`config.mk`:
```
export PLATFORM = sky130hd
export DESIGN_NAME = if_agc_ctrl
export DESIGN_NICKNAME = d
export VERILOG_FILES = /design/src/rtl/if_agc_ctrl.sv
export SDC_FILE = /design/constraint.sdc
export NUM_CORES = 1
export LEC_CHECK = 0
export BUFFER_PORTS_ARGS = -buffer_cell sky130_fd_sc_hd__buf_2
export CAP_MARGIN = 20
export CORE_ASPECT_RATIO = 0.9
export CORE_MARGIN = 2
export CORE_UTILIZATION = 58
export DETAILED_ROUTE_END_ITERATION = 10
export GPL_TIMING_DRIVEN = 0
export PLACE_DENSITY = 0.79
export SLEW_MARGIN = 20
export SYNTH_ARGS = -nofsm -noshare
export SYNTH_HDL_FRONTEND = slang
export SYNTH_SLANG_ARGS = --single-unit
```
`constraint.sdc`:
```
create_clock -name clk -period 2.55 [get_ports clk]
set_input_delay 0.6375 -clock clk [delete_from_list [all_inputs] [get_ports clk]]
set_output_delay 0.6375 -clock clk [all_outputs]
set_load 0.02 [all_outputs]
```
`src/rtl/if_agc_ctrl.sv`:
```
// IF-stage AGC: windowed peak detector driving the if_filter 2-bit gain select,
// with fast attack, slow decay, post-attack hold, and a manual SPI override.
module if_agc_ctrl #(
  parameter int DATA_W    = 6,
  parameter int WIN_LOG2  = 8,
  parameter int HI_THRESH = 24,
  parameter int LO_THRESH = 6,
  parameter int HOLD_WIN  = 4
) (
  input  logic                     clk,
  input  logic                     rst,
  input  logic                     sample_valid,
  input  logic signed [DATA_W-1:0] if_filt_in,
  input  logic                     agc_en,
  input  logic        [1:0]        gain_spi,
  output logic        [1:0]        gain_out,
  output logic                     gain_update,
  output logic        [DATA_W-2:0] peak_out,
  output logic                     clip_flag
);

  localparam int HOLD_W = $clog2(HOLD_WIN + 1);
  localparam logic [DATA_W-2:0] HI_T = HI_THRESH[DATA_W-2:0];
  localparam logic [DATA_W-2:0] LO_T = LO_THRESH[DATA_W-2:0];
  localparam logic [HOLD_W-1:0] HOLD_INIT = HOLD_WIN[HOLD_W-1:0];
  localparam logic [DATA_W-1:0] POS_FS = {1'b0, {(DATA_W-1){1'b1}}};
  localparam logic [DATA_W-1:0] NEG_FS = {1'b1, {(DATA_W-1){1'b0}}};

  typedef enum logic [1:0] {MANUAL, TRACK, HOLD} state_t;

  state_t              state;
  logic [WIN_LOG2-1:0] win_cnt;
  logic [HOLD_W-1:0]   hold_cnt;
  logic [DATA_W-2:0]   peak;
  logic                clip;

  logic [DATA_W-1:0]   abs_v;
  logic [DATA_W-2:0]   mag;
  logic [DATA_W-2:0]   peak_win;
  logic                full_scale;
  logic                clip_win;
  logic                attack;
  logic                decay;
  logic                win_end;

  // Window statistics include the current sample so the window-end decision
  // sees the final sample in the same cycle.
  always_comb begin
    abs_v      = if_filt_in[DATA_W-1] ? (~if_filt_in + 1'b1) : if_filt_in;
    mag        = abs_v[DATA_W-1] ? '1 : abs_v[DATA_W-2:0];
    full_scale = (if_filt_in == POS_FS) || (if_filt_in == NEG_FS);
    peak_win   = (mag > peak) ? mag : peak;
    clip_win   = clip | full_scale;
    attack     = (peak_win >= HI_T) || clip_win;
    decay      = (peak_win < LO_T);
    win_end    = sample_valid && (win_cnt == '1);
  end

  always_ff @(posedge clk or posedge rst) begin
    if (rst) begin
      state       <= MANUAL;
      gain_out    <= '0;
      gain_update <= 1'b0;
      peak_out    <= '0;
      clip_flag   <= 1'b0;
      win_cnt     <= '0;
      hold_cnt    <= '0;
      peak        <= '0;
      clip        <= 1'b0;
    end else begin
      gain_update <= 1'b0;
      case (state)
        MANUAL: begin
          win_cnt  <= '0;
          hold_cnt <= '0;
          peak     <= '0;
          clip     <= 1'b0;
          if (agc_en) begin
            state <= TRACK;
          end else begin
            gain_out    <= gain_spi;
            gain_update <= (gain_spi != gain_out);
          end
        end
        default: begin
          if (!agc_en) begin
            state    <= MANUAL;
            win_cnt  <= '0;
            hold_cnt <= '0;
            peak     <= '0;
            clip     <= 1'b0;
          end else if (sample_valid) begin
            win_cnt <= win_cnt + 1'b1;
            if (win_end) begin
              peak      <= '0;
              clip      <= 1'b0;
              peak_out  <= peak_win;
              clip_flag <= clip_win;
              if (attack) begin
                if (gain_out != 2'd0) begin
                  gain_out    <= gain_out - 2'd1;
                  gain_update <= 1'b1;
                end
                state    <= HOLD;
                hold_cnt <= HOLD_INIT;
              end else if (state == HOLD) begin
                hold_cnt <= hold_cnt - 1'b1;
                if (hold_cnt == HOLD_W'(1)) state <= TRACK;
              end else if (decay && gain_out != 2'd3) begin
                gain_out    <= gain_out + 2'd1;
                gain_update <= 1'b1;
              end
            end else begin
              peak <= peak_win;
              clip <= clip_win;
            end
          end
        end
      endcase
    end
  end

endmodule

```
==> results of run 1 <==
-- flip-flops by register name, summed over array words and instances (netlist names) --
name	count
win_cnt	8
peak	5
peak_out	5
hold_cnt	3
gain_out	2
state	2
clip	1
clip_flag	1
gain_update	1
-- worst max path at each step --
stage	start	to	cells after the start
after floorplan	if_filt_in[2]	gain_out[0]$_DFFE_PP0P_	13
after global placement	if_filt_in[1]	state[0]$_DFFE_PP0P_	16
after detailed placement	if_filt_in[1]	gain_out[0]$_DFFE_PP0P_	16
after CTS	if_filt_in[0]	gain_out[0]$_DFFE_PP0P_	15
after global routing	if_filt_in[1]	gain_out[1]$_DFFE_PP0P_	18
final	if_filt_in[1]	gain_out[0]$_DFFE_PP0P_	13
-- power by group through the flow --
stage                     combinational (W)  sequential [W]  clock [W]
final                              0.000778        0.000520   0.000240
after global routing               0.000836        0.000523   0.000252
after CTS                          0.000636        0.000518   0.000240
after detailed placement           0.000564        0.000527          0
after global placement             0.000552        0.000523          0
after floorplan                    0.000415        0.000542          0
-- layout by cell type (no fill, tap or decap), drive strengths merged, types with 2 or more instances in the layout --
| cell type | netlist | final |
|---|---|---|
| o22ai | 2 | 2 |
| nand2b | 2 | 2 |
| xnor2 | 3 | 3 |
| ha | 11 | 11 |
| mux2i | 2 | 2 |
| and3 | 3 | 3 |
| nor2b | 3 | 3 |
| buf | 5 | 48 |
| nand2 | 27 | 27 |
| xor2 | 6 | 6 |
| a211o | 2 | 2 |
| or3 | 5 | 5 |
| clkbuf | 5 | 8 |
| a311oi | 2 | 2 |
| or2 | 4 | 4 |
| inv | 16 | 15 |
| a21o | 4 | 4 |
| dfrtp | 28 | 28 |
| and2 | 2 | 2 |
| nor3 | 4 | 4 |
| nor3b | 3 | 3 |
| a211oi | 2 | 2 |
| nor4b | 2 | 2 |
| a21oi | 16 | 16 |
| nand4 | 2 | 2 |
| nand3 | 4 | 4 |
| o21ai | 18 | 18 |
| o31ai | 2 | 2 |
| o211ai | 2 | 2 |
| nor2 | 23 | 23 |
-- final cells by class --
type | instances | area, um^2 | share of cell area
Buffer | 10 | 66.31 | 0.02529
Clock buffer | 3 | 41.29 | 0.01574
Inverter | 16 | 87.58 | 0.03340
Multi-Input combinational cell | 172 | 1334 | 0.5086
Sequential cell | 28 | 700.7 | 0.2672
Tap cell | 42 | 52.55 | 0.02004
Timing Repair Buffer | 43 | 340.3 | 0.1298
-- kinds of logic (layout without fill, tap and decap cells) --
kind of cell	after synthesis	in the layout
buffers and inverters	26	72
and+or+nand+nor	87	87
muxes	3	3
AOI/OAI and AO/OA	62	62
xor gates and xnor gates	9	9
adders and majority gates	11	11
DFF	28	28
-- what timing repair did --
action | 4_1_cts | 5_1_grt
buffers inserted | 17 | 9
setup endpoints to repair | 18 | 18
pin swaps | 10 | 15
gates resized for setup | 18 | 30
-- per-layer routing --
| layer | vias up | routed length [um] |
|---|---|---|
| li1 | 894 | - |
| met1 | 955 | 2462 |
| met2 | 84 | 2673 |
| met3 | 14 | 311 |
| met4 | 0 | 140 |
| met5 | - | 0 |
-- stage by stage --
| step | TNS (ns) | instances | hold WS [ns] | utilization | setup WS [ns] |
|---|---|---|---|---|---|
| floorplan | -5.014 | 226 | 0.4597 | - | -0.5349 |
| finish | -7.916 | 314 | 0.4089 | 0.8421 | -0.6414 |
| global placement | -13.36 | 285 | 0.4591 | 0.6955 | -1.002 |
| global route | -9.233 | 314 | 0.4728 | 0.8421 | -0.7034 |
| detailed placement | -14.61 | 285 | 0.4662 | 0.6955 | -1.054 |
| CTS | -5.132 | 305 | 0.4865 | 0.7738 | -0.5725 |
==> qor.csv, run 1 <==
stage;metric;value;unit
status;status;finished, violations left;
status;violations;setup timing;
drt;drt_first_pass_iters;4;
logic_synthesis;synth_cell_types;53;
logic_synthesis;synth_nets;249;
sta;worstMarginPinSlew;0.5731;ns
power;p_sw;0.0006109;W
grt;grt_antenna_before_repair;0;
grt;grt_max_degree;29;
setup_path;reg2regPathDepth;9;
logic_synthesis;ys_seq_area_frac;0.3643;
drt;drcViolationCount;0;
grt;grt_busiest_layer;met2;
logic_synthesis;async_flop_share;1.000;
placed_design;place_congestion;0.8725;
setup_path;cp.required;2.73;ns
clock_network;cts-hold-fix-buffers;0;
grt;use_met2;0.4658;
setup_path;crit_family;compound AO/OA/AOI/OAI gates;
clock_network;cts_buffer_depth;2;
clock_network;tritoncts;built;
logic_synthesis;syn_avg_cell_area;8.509;um^2
power;p_leak;1.164;nW
drt;drtIter0Drc;231;
clock_network;worst_skew_pair.late_latency;0.28;ns
logic_synthesis;synth.yosys.warnings;0;
setup_path;critPathBufInv;2;
die;rows;19;
power;power;0.001538;W
logic_synthesis;ys_ff_latch;28;
power;power.internal;0.0009273;W
sta;fmax;313.3;MHz
setup_path;path_cells;buf_12 -> buf_12 -> nor2_1 -> nand2_1 -> o211ai_1 -> ha_1 -> nor2b_4 -> o21a_4 -> o21ai_4 -> mux2_4 -> and3_4 -> a211o_1 -> a211oi_2;
finish;drive_gt1_frac;0.3529;
setup_path;cp.arrival;3.37;ns
logic_synthesis;synthAdderAreaFrac;0.07157;
drt;drt_wl_total;5588;um
sta;slew_viol_final;0;
sta;fin_ws;-0.6414;ns
finish;antennaDiodeCount;0;
logic_synthesis;synth_top_family_by_area;simple AND/OR/NAND/NOR gates;
setup_path;slowest_stage;ha_1;
logic_synthesis;ys_top_cells_by_area;dfrtp_1 (36%), ha_1 (7.2%), nand2_1 (5.3%);
logic_synthesis;synthTopCellsByCount;dfrtp_1 (28), nand2_1 (27), nor2_1 (23), o21ai_0 (17), inv_1 (16);
logic_synthesis;synth-xor-area-share;0.04099;
die;die_h;58.63;um
sta;rsz0062_at_grt;true;
finish;finalInstanceArea;2623;um^2
setup_path;rr_endpoint;gain_out[0]$_DFFE_PP0P_;
logic_synthesis;yosysTopAreaCell;dfrtp_1;
grt;grt_pass1_vias;1680;
placed_design;dpl-instance-area;2166;um^2
placed_design;port_buffers;17;
setup_path;path_class;primary input to register;
die;ioPinCount;21;
sta;max_slew_margin;0.6161;
drt;ant_nets;0;
clock_network;cts_made_buffers;3;
logic_synthesis;synth_compound_area_frac;0.2212;
sta;setup_viol;18;
logic_synthesis;synth-edff-count;0;
setup_path;end_kind;register;
finish;num-fill-cells;176;
grt;grtUsageTotal;0.2767;
drt;routed_via_density;6.201;
logic_synthesis;ys.flop_type;dfrtp_1;
grt;use_met1;0.3825;
hold_path;worstHoldPathType;primary input to asynchronous set/reset pin;
setup_path;rrSetupSlack;-0.10;ns
logic_synthesis;netlist.area_leader.share;0.3643;
clock_network;cts.clk_slew.worst_paths;0.09;ns
die;die_w;64.70;um
setup_path;crit_top_cell;buf_12;
die;design.die.area;3793;um^2
logic_synthesis;synth.most_common_cell;dfrtp_1;
power;power.clock.fraction;0.156;
sta;fin_crit_sh;1.252;
setup_path;critPathMaxStageDelay;0.34;ns
grt;gr-usage-met3;0.04589;
grt;grt_pass1_wl;8073;um
die;initial_core_util;0.6175;
setup_path;reg2reg_from;peak[3]$_DFFE_PP0P_;
die;core_area;3114;um^2
setup_path;cp-start-kind;primary input;
power;pwr-share-seq;0.338;
grt;gr-total-overflow;0;
flow_run;drv_cap;0;
finish;area_growth;36.37;%
logic_synthesis;muxShareOfSynthArea;0.01627;
drt;via_count;1947;
clock_network;htree_levels;1;
logic_synthesis;synth_area;1923;um^2
power;swShare;0.3971;
placed_design;hpwl;3252;um
power;peakVddDrop;418.2;uV
logic_synthesis;synthCells;226;
logic_synthesis;yosys.area_share.simple;0.2297;
sta;min_period;3.191;ns
power;powerDensity;586.6;nW/um^2
clock_network;clock-sinks;28;
drt;routedWlPerCell;17.80;um
finish;final_nets;297;
clock_network;cts_root_buf;clkbuf_8;
sta;hold_viol_final;0;
power;comb_power_share;0.506;
setup_path;cp_max_fo;4;
sta;fin_worst_skew;0.003323;ns
No activity file was read; power rests on OpenSTA's default activity.
==> run 2: changes to the inputs <==
- PLACE_DENSITY: 0.79 -> not set
- PLACE_DENSITY_LB_ADDON: not set -> 0.08
==> qor.csv, run 2 (synthesis gave the netlist of run 1 again) <==
stage;metric;value;unit
sta;fin_worst_skew;0.009833;ns
sta;worstMarginPinSlew;0.6601;ns
placed_design;hpwl;3172;um
setup_path;path_cells;buf_12 -> inv_12 -> ha_4 -> nor3b_4 -> a2bb2oi_2 -> and2_4 -> inv_4 -> ha_4 -> and3_4 -> o21a_4 -> o21ai_4 -> buf_12 -> o311ai_4 -> buf_6 -> buf_6 -> a21oi_2 -> a21oi_1 -> nor3_1;
status;status;finished, violations left;
finish;final_nets;300;
sta;fmax;307.8;MHz
die;design.die.area;3793;um^2
setup_path;end_kind;register;
power;power.internal;0.0009773;W
die;core_area;3114;um^2
sta;hold_ws;0.4170;ns
power;p_sw;0.0006703;W
clock_network;cts.clk_slew.worst_paths;0.10;ns
flow_run;drv_cap;0;
setup_path;critPathBufInv;6;
sta;fin_ws;-0.6990;ns
setup_path;path_class;primary input to register;
drt;drt_wl_total;6580;um
setup_path;cp.arrival;3.41;ns
power;power;0.001648;W
drt;drcViolationCount;0;
sta;hold_viol_final;0;
sta;slew_viol_final;0;
setup_path;cp_max_fo;6;
die;die_w;64.70;um
drt;via_count;2124;
grt;gr-usage-met3;0.04398;
die;initial_core_util;0.6175;
clock_network;cts_made_buffers;3;
die;die_h;58.63;um
clock_network;htree_levels;1;
sta;fin_crit_sh;1.274;
finish;num-fill-cells;164;
status;violations;setup timing;
setup_path;reg2regPathDepth;10;
grt;grt_busiest_layer;met2;
placed_design;port_buffers;17;
finish;regMostFlops;win_cnt;
power;power.clock.fraction;0.146;
clock_network;cts-hold-fix-buffers;0;
sta;setup_viol;18;
die;rows;19;
drt;routed_via_density;6.700;
finish;area_growth;40.21;%
finish;mostFrequentLayoutCells;dfrtp_1 (28), nand2_1 (27), buf_4 (23);
grt;grtUsageTotal;0.2810;
power;powerDensity;611.0;nW/um^2
setup_path;cp-start-kind;primary input;
clock_network;cts_root_buf;clkbuf_8;
power;pwr-share-seq;0.315;
setup_path;cp_num_cells;18;
drt;routedWlPerCell;20.76;um
finish;final_cells;317;
grt;grt_max_degree;29;
setup_path;rr_endpoint;hold_cnt[1]$_DFFE_PP0P_;
power;swShare;0.4068;
sta;min_period;3.249;ns
drt;ant_nets;0;
grt;grt_pass1_vias;1729;
setup_path;cp.required;2.71;ns
sta;max_slew_margin;0.5595;
grt;use_met2;0.4851;
finish;antennaDiodeCount;0;
hold_path;worstHoldPathType;primary input to asynchronous set/reset pin;
clock_network;cts_buffer_depth;2;
drt;drt_first_pass_iters;7;
clock_network;clock-sinks;28;
placed_design;place_congestion;0.8713;
power;peakVddDrop;400.8;uV
setup_path;crit_family;compound AO/OA/AOI/OAI gates;
setup_path;startpoint;if_filt_in[1];
clock_network;worst_skew_pair.late_latency;0.28;ns
sta;rsz0062_at_grt;true;
finish;reg.largest.list;win_cnt: 8 flops, peak: 5 flops, peak_out: 5 flops;
grt;grt_antenna_before_repair;0;
power;comb_power_share;0.539;
grt;use_met1;0.3748;
drt;drtIter0Drc;276;
setup_path;reg2reg_from;peak[3]$_DFFE_PP0P_;
placed_design;placed_cells;285;
finish;drive_gt1_frac;0.3891;
grt;grt_pass1_wl;8114;um
setup_path;slowest_stage;o311ai_4;
finish;final_common_cell;dfrtp_1;
die;ioPinCount;21;
finish;largest_register_ffs;8;
setup_path;rrSetupSlack;-0.13;ns
setup_path;critPathMaxStageDelay;0.30;ns
power;p_leak;1.184;nW
clock_network;tritoncts;built;
grt;gr-total-overflow;0;
run 2: timing repair:
action                     in CTS  in global routing
cloned                          1                  0
pin swaps                      14                 19
gates resized for setup        29                 47
setup buffers                  17                 12
setup endpoints to repair      18                 18
run 2: metrics by stage:
stage               setup TNS, ns  setup WS [ns]  cell area (um^2)  utilization
floorplan                  -5.014        -0.5349              2028            -
global placement           -13.80         -1.035              2166       0.6955
detailed placement         -14.94         -1.095              2166       0.6955
CTS                        -5.078        -0.5525              2472       0.7939
global route               -9.582        -0.7978              2696       0.8658
finish                     -8.008        -0.6990              2696       0.8658
run 2: layout make-up:
class / instances / area, um^2 / area share
plain buffers: 10 / 66.31 / 0.02459
flip-flops and latches: 28 / 700.7 / 0.2599
multi-input cells: 172 / 1371 / 0.5086
inverters: 16 / 80.08 / 0.02970
repair buffers: 46 / 384.1 / 0.1425
well taps: 42 / 52.55 / 0.01949
clock buffers: 3 / 41.29 / 0.01531
run 2: layer usage:
metal,vias to the layer above,part of all wire
li1,900,-
met2,159,0.51
met1,1008,0.36
met4,0,0.065
met5,-,0
met3,57,0.068
run 2: power by group through the flow:
stage               Combinational [W]  Clock [W]  Sequential, W
global route                 0.000937   0.000255       0.000522
finish                       0.000888   0.000240       0.000519
floorplan                    0.000415          0       0.000542
detailed placement           0.000564          0       0.000523
global placement             0.000554          0       0.000522
CTS                          0.000683   0.000237       0.000514
run 2: worst max path at each step:
stage	endpoint	slack (ns)
after floorplan	gain_out[0]$_DFFE_PP0P_	-0.53
after global placement	state[0]$_DFFE_PP0P_	-1.03
after detailed placement	state[0]$_DFFE_PP0P_	-1.09
after CTS	gain_out[0]$_DFFE_PP0P_	-0.55
after global routing	gain_out[1]$_DFFE_PP0P_	-0.80
final	gain_out[1]$_DFFE_PP0P_	-0.70
